### config.mk
export PLATFORM = sky130hd
export DESIGN_NAME = alu_operand_sequencer
export DESIGN_NICKNAME = d
export VERILOG_FILES = /design/src/rtl/alu_operand_sequencer.sv
export SDC_FILE = /design/constraint.sdc
export NUM_CORES = 1
export LEC_CHECK = 0
export BUFFER_PORTS_ARGS = -buffer_cell sky130_fd_sc_hd__buf_4
export CAP_MARGIN = 20
export CORE_MARGIN = 3
export CORE_UTILIZATION = 45
export CTS_CLUSTER_SIZE = 8
export DETAILED_ROUTE_END_ITERATION = 10
export PLACE_DENSITY = 0.68
export SLEW_MARGIN = 15
export SYNTH_ARGS = -nofsm -noshare
export SYNTH_HDL_FRONTEND = slang
export SYNTH_SLANG_ARGS = --single-unit
export TNS_END_PERCENT = 100
### constraint.sdc
create_clock -name clk -period 4 [get_ports clk]
set_clock_uncertainty 0.15 [all_clocks]
set_input_delay 0.6 -clock clk [delete_from_list [all_inputs] [get_ports clk]]
set_output_delay 0.6 -clock clk [all_outputs]
set_load 0.01 [all_outputs]
### src/rtl/alu_operand_sequencer.sv
// ---------------------------------------------------------------------------
// alu_operand_sequencer
//   Collects operand A, operand B and an opcode over three byte transfers on
//   a narrow input bus, holds them on the ALU operand ports for one execute
//   cycle, registers the ALU result/carry and offers it on a valid/ready
//   output handshake. Transactions stalled between bytes are dropped after
//   TIMEOUT idle cycles; abort cancels from any state.
//
//   state  | meaning
//   -------+-------------------------------------------------------------
//   S_A    | idle, waiting for operand A byte
//   S_B    | waiting for operand B byte (idle timer running)
//   S_OP   | waiting for opcode byte (idle timer running)
//   S_EXEC | operands stable at the ALU, result captured at closing edge
//   S_RES  | result held on res_* until res_ready
//
// Ports:
//   clk, rst                 clock, async active-high reset
//   din, din_valid/din_ready serial byte input handshake
//   abort                    synchronous transaction cancel
//   alu_a, alu_b, alu_sel    registered operands/opcode to the ALU
//   alu_result, alu_cout     combinational ALU outputs
//   res_data, res_cout       registered result and carry
//   res_valid/res_ready      result handshake
//   busy                     transaction in progress
//   timeout_err              one-cycle pulse when a transaction times out
// ---------------------------------------------------------------------------
module alu_operand_sequencer #(
    parameter int WIDTH   = 8,
    parameter int TIMEOUT = 255
) (
    input  logic             clk,
    input  logic             rst,
    input  logic [WIDTH-1:0] din,
    input  logic             din_valid,
    output logic             din_ready,
    input  logic             abort,
    output logic [WIDTH-1:0] alu_a,
    output logic [WIDTH-1:0] alu_b,
    output logic [2:0]       alu_sel,
    input  logic [WIDTH-1:0] alu_result,
    input  logic             alu_cout,
    output logic [WIDTH-1:0] res_data,
    output logic             res_cout,
    output logic             res_valid,
    input  logic             res_ready,
    output logic             busy,
    output logic             timeout_err
);

    localparam int CW = $clog2(TIMEOUT + 1);

    typedef enum logic [2:0] {
        S_A    = 3'd0,
        S_B    = 3'd1,
        S_OP   = 3'd2,
        S_EXEC = 3'd3,
        S_RES  = 3'd4
    } state_t;

    state_t        state, state_nxt;
    logic          accept;
    logic          idle_active;
    logic          idle_expire;
    logic [CW:0]   idle_inc;
    logic [CW-1:0] idle_cnt, idle_cnt_nxt;

    assign din_ready = (state == S_A) || (state == S_B) || (state == S_OP);
    assign busy      = (state != S_A);

    always_comb begin
        state_nxt    = state;
        idle_cnt_nxt = '0;
        accept       = din_valid && din_ready;
        idle_active  = (state == S_B) || (state == S_OP);
        idle_inc     = {1'b0, idle_cnt} + (CW+1)'(1);
        // Expiry is judged on the count this idle cycle would reach, so a
        // byte arriving in that same cycle still wins.
        idle_expire  = idle_active && !accept && (idle_inc == (CW+1)'(TIMEOUT));

        case (state)
            S_A:     if (accept) state_nxt = S_B;
            S_B:     if (accept) state_nxt = S_OP;   else if (idle_expire) state_nxt = S_A;
            S_OP:    if (accept) state_nxt = S_EXEC; else if (idle_expire) state_nxt = S_A;
            S_EXEC:  state_nxt = S_RES;
            S_RES:   if (res_ready) state_nxt = S_A;
            default: state_nxt = S_A;
        endcase

        if (idle_active && !accept && !idle_expire) begin
            idle_cnt_nxt = idle_inc[CW-1:0];
        end

        if (abort) begin
            state_nxt    = S_A;
            idle_cnt_nxt = '0;
        end
    end

    always_ff @(posedge clk or posedge rst) begin
        if (rst) begin
            state       <= S_A;
            idle_cnt    <= '0;
            alu_a       <= '0;
            alu_b       <= '0;
            alu_sel     <= '0;
            res_data    <= '0;
            res_cout    <= 1'b0;
            res_valid   <= 1'b0;
            timeout_err <= 1'b0;
        end else begin
            state       <= state_nxt;
            idle_cnt    <= idle_cnt_nxt;
            timeout_err <= idle_expire && !abort;

            if (accept && !abort) begin
                if (state == S_A)  alu_a   <= din;
                if (state == S_B)  alu_b   <= din;
                if (state == S_OP) alu_sel <= din[2:0];
            end

            if (abort) begin
                res_valid <= 1'b0;
            end else if (state == S_EXEC) begin
                res_data  <= alu_result;
                res_cout  <= alu_cout;
                res_valid <= 1'b1;
            end else if ((state == S_RES) && res_ready) begin
                res_valid <= 1'b0;
            end
        end
    end

endmodule

-- After elaboration in Yosys (flattened, before gate mapping)
Index checks and enable logic that the tools add are counted.
- multiplexer cells: 12
- reductions and logical operators: 21
- add/subtract/negate cells: 1
- bitwise operators: 1
- eq/ne operators: 7
- operators by type and width (operator ; count):
    2-to-1 mux 3 bit ; 6
    2-to-1 mux 8 bit ; 2
    case mux 3 bit (5 select lines) ; 1
    AND reduction 2 bit ; 5
    adder 8 x 1 -> 9 bit, second input constant ; 1
    == test 9 x 8 -> 1 bit, second input constant ; 1
    logical AND 1 bit ; 7
    == test 3 x 2 -> 1 bit, second input constant ; 2
    != test 3 bit, second input constant ; 2
    nonzero test 3 bit ; 2
    == test 3 x 1 -> 1 bit, second input constant ; 1
    == test 3 bit, second input constant ; 1
    zero test 1 bit ; 3
    zero test 3 bit ; 1
    logical OR 1 bit ; 3
    2-to-1 mux 1 bit ; 3
    NOT 1 bit ; 1
- register bits after elaboration: 41
- word-level logic and storage cells: 51
- output and inout port bits: 32

-- Logic depth before layout (Yosys ltp)
- word-level depth: 11
- gate-level depth with buffers: 6

-- Worst setup path after synthesis
Ideal clock, no wire load.
- path type: register to register
- from: reg idle_cnt[0]
- to: reg idle_cnt[6]
- setup slack: 1842 ps
- period minus slack after synthesis: 2158 ps
- arrival time: 1878 ps
- setup time: 130 ps
- stages on the path, launching flop included: 7
- path through: dfrtp_1 > ha_1 > nand3_2 > or3_1 > a222oi_1 > a21o_2 > a21oi_1
- word-level cells in the longest chain between the ends: 7
- RTL lines (item ; line ; text):
    from (decl) ; 66 ; logic [CW-1:0] idle_cnt, idle_cnt_nxt;
    from (signal assigned) ; 113 ; idle_cnt <= idle_cnt_nxt;
    adder 8 x 1 -> 9 bit * ; 76 ; idle_inc = {1'b0, idle_cnt} + (CW+1)'(1);
    == test 9 x 8 -> 1 bit ; 79 ; idle_expire = idle_active && !accept && (idle_inc == (CW+1)'(TIMEOUT));
    logical AND 1 bit ; 79 ;
    zero test 1 bit ; 90 ; if (idle_active && !accept && !idle_expire) begin
    logical AND 1 bit ; 90 ;
    2-to-1 mux 8 bit * ; 90 ;
    2-to-1 mux 8 bit * ; 94 ; if (abort) begin
    via idle_cnt_nxt[6] ; 66 ;
The timed path passes the listed nets; every way through them passes the cells marked *.
A chain may end at the register's enable or synchronous reset.

-- Worst setup path after layout
Same ends and word-level chain as after synthesis.

==> flow_metrics.tcl <==
set metrics [dict create \
    drt-pass1-iter-count 4 \
    synth.yosys.seq_area_share_pct 58.1 \
    min_path_type "input port to asynchronous set/reset pin" \
    drt_iter0_drc 53 \
    combPwrFrac_pct 29.6 \
    htreeDepth 2 \
    routed_via_density 5.23 \
    die_y_microns 68.6 \
    yosysTopAreaCellShare_pct 58.1 \
    fin_crit_sh_pct 61.0 \
    worstPathRequired_ns 4.01 \
    synth_cells 138 \
    reg2reg_to "idle_cnt[6]" \
    drc 0 \
    p_switching_mw 0.321 \
    antenna_cells 0 \
    final_nets 220 \
    synth_nets 162 \
    crit_slowest_cell "a222oi_1" \
    cts_hold_repair.buffers 0 \
    drv_slew 0 \
    hold_slack_ns 0.282 \
    fmax_ghz 0.410 \
    clockRootBuffer "clkbuf_8" \
    power_density_nw_per_um2 513 \
    p_sw_share_pct 27.1 \
    track_usage_pct 16.4 \
    min_period_ns 2.44 \
    start_util_pct 47.5 \
    top_layer "met4" \
    slew_headroom_pct 57.1 \
    dp_hpwl_microns 2660 \
    antenna_found_initial 0 \
    postRouteAntennaNets 0 \
    cts_tree "yes" \
    io_pins 54 \
    portBuffers 53 \
    yosys_register_bits 41 \
    clkTransAtPathRegs_ns 0.07 \
    grt_pass1_vias 1262 \
    ir_drop_v 0.000316 \
    post_cts_buffers 0 \
    cap_violations 0 \
    max_slew.worst_pin.slew_ns 0.639 \
    rr_worst_depth 6 \
    cts_sinks 41 \
    p_int_mw 0.862 \
    drive_above_1_share_pct 46.9 \
    dieArea_sq_um 4710 \
    syn_avg_cell_area_sq_um 12.8 \
    finalSetupTns_ns 0 \
    core.rowCount 22 \
    post_cts_resized 0 \
    yosys_warnings 0 \
    worstSetupStartpointType "flip-flop" \
    r2r_start "idle_cnt[0]" \
    grt_remaining_overflow 0 \
    async_reset_ff_share_pct 100 \
    dr_wl_met2_microns 1820 \
    drt-total-wl_microns 3510 \
    synth_area_leaders "dfrtp_1 58%, mux2_2 18%, nor2_1 2.1%, nand2_1 1.5%, xor2_1 1.5%" \
    arrival_ns 2.46 \
    rrSetupSlack_ns 1.56 \
    path_class "flip-flop to flip-flop" \
    p_leak_nw 1.08 \
    status "finished, final reports clean" \
    core_sq_um 3720 \
    synth-main-ff-cell "dfrtp_1" \
    place.gp.congestion 0.889 \
    syn_to_final_growth_pct 30.6 \
    grt_setup_unrepaired "false" \
    hold_violations 0 \
    wl_met3_microns 276 \
    synth_area_sq_um 1770 \
    grt_max_degree 42 \
    grt_pass1_wl_microns 5600 \
    cts_made_buffers 5 \
    cp_max_fo 8 \
    final_common_cell "buf_4" \
    path_cells "ha_1 -> nand3_2 -> or3_1 -> a222oi_1 -> a21o_2 -> a21oi_1" \
    wl_per_cell_microns 14.4 \
    final_core_util_pct 62.1 \
    yosys.area.top_type "dfrtp_1" \
    ys_types 33 \
    power.total_mw 1.18 \
    clock_latency_ns 0.29 \
    cp-end-kind "flip-flop" \
    die_x_microns 68.6 \
    power_frac_clock_pct 22.2 \
    cts_buffer_depth 2 \
    pwr-share-seq_pct 48.2 \
    final_cell_mix "54 x buf_4, 41 x dfrtp_1, 28 x mux2_2, 10 x nor2_1, 7 x nand2_1" \
    setup_violations 0 \
    wl_met1_microns 1380 \
    vias 1276 \
    synth_edf_count 0 \
    cpPeakStageDelay_ns 0.55 \
]
kinds of logic after synthesis:
family          count (synthesis)  synth area share, %
flops                          41                 58.1
xor+xnor                        5                 2.48
fa+ha+maj                       2                 1.42
buf+inv                         5                 1.06
simple gates                   41                 13.0
mux                            28                 17.9
compound gates                 16                 6.09
flip-flops by register name, indices dropped and copies added (netlist names):
signal,cells
state,3
res_cout,1
res_data,8
timeout_err,1
alu_a,8
idle_cnt,8
alu_b,8
alu_sel,3
res_valid,1
through the flow:
stage | setup WS (ns) | cell area [sq um] | std cells
finish | 1.56 | 2310 | 244
floorplan | 1.84 | 1770 | 138
detailed placement | 1.58 | 2220 | 237
global route | 1.35 | 2310 | 244
global placement | 1.72 | 2220 | 237
CTS | 1.56 | 2310 | 244
Yosys cell counts, drive strengths merged, types with 2 or more instances:
cell type	n
o21ai	3
nand2	7
and3b	2
nand3b	2
nor2b	4
ha	2
nand3	6
or3	2
dfrtp	41
xor2	3
mux2	28
a21boi	2
o211ai	2
xnor2	2
inv	2
clkbuf	2
nor2	10
a21oi	4
nor3	3
worst max path at each step:
stage                 from           to  depth (start not counted)
2_1_floorplan  idle_cnt[0]  idle_cnt[6]                          6
3_3_place_gp   idle_cnt[0]  idle_cnt[6]                          6
3_5_place_dp   idle_cnt[0]  idle_cnt[4]                          6
4_1_cts        idle_cnt[0]  idle_cnt[6]                          6
5_1_grt        idle_cnt[0]  idle_cnt[6]                          6
6_report       idle_cnt[0]  idle_cnt[6]                          6
per-layer routing:
layer / track usage, % / vias up
li1: - / 608
met1: 18.2 / 618
met2: 28.7 / 46
met3: 6.00 / 4
met4: 5.96 / 0
met5: 0 / -
layout make-up:
cell class / instances / area (sq um)
inverters: 2 / 7.51
flip-flops and latches: 41 / 1030
multi-input cells: 92 / 721
clock buffers: 7 / 86.3
fillers: 310 / 1410
well taps: 48 / 60.1
repair buffers: 54 / 405
power by group through the flow:
stage                     clock network, mW  logic, mW  registers [mW]
after detailed placement                  0      0.357           0.578
final                                 0.263      0.350           0.570
after global routing                  0.291      0.384           0.583
after global placement                    0      0.350           0.571
after floorplan                           0      0.113           0.617
after CTS                             0.271      0.358           0.570
critical path, delay by kind of cell (launching register included):
family / cells / cell delay, ns
AO/OA/AOI/OAI: 3 / 0.91
flip-flops: 1 / 0.44
adder cells (fa/ha/maj): 1 / 0.31
AND/OR/NAND/NOR: 2 / 0.51
(Power assumes the default switching activity.)
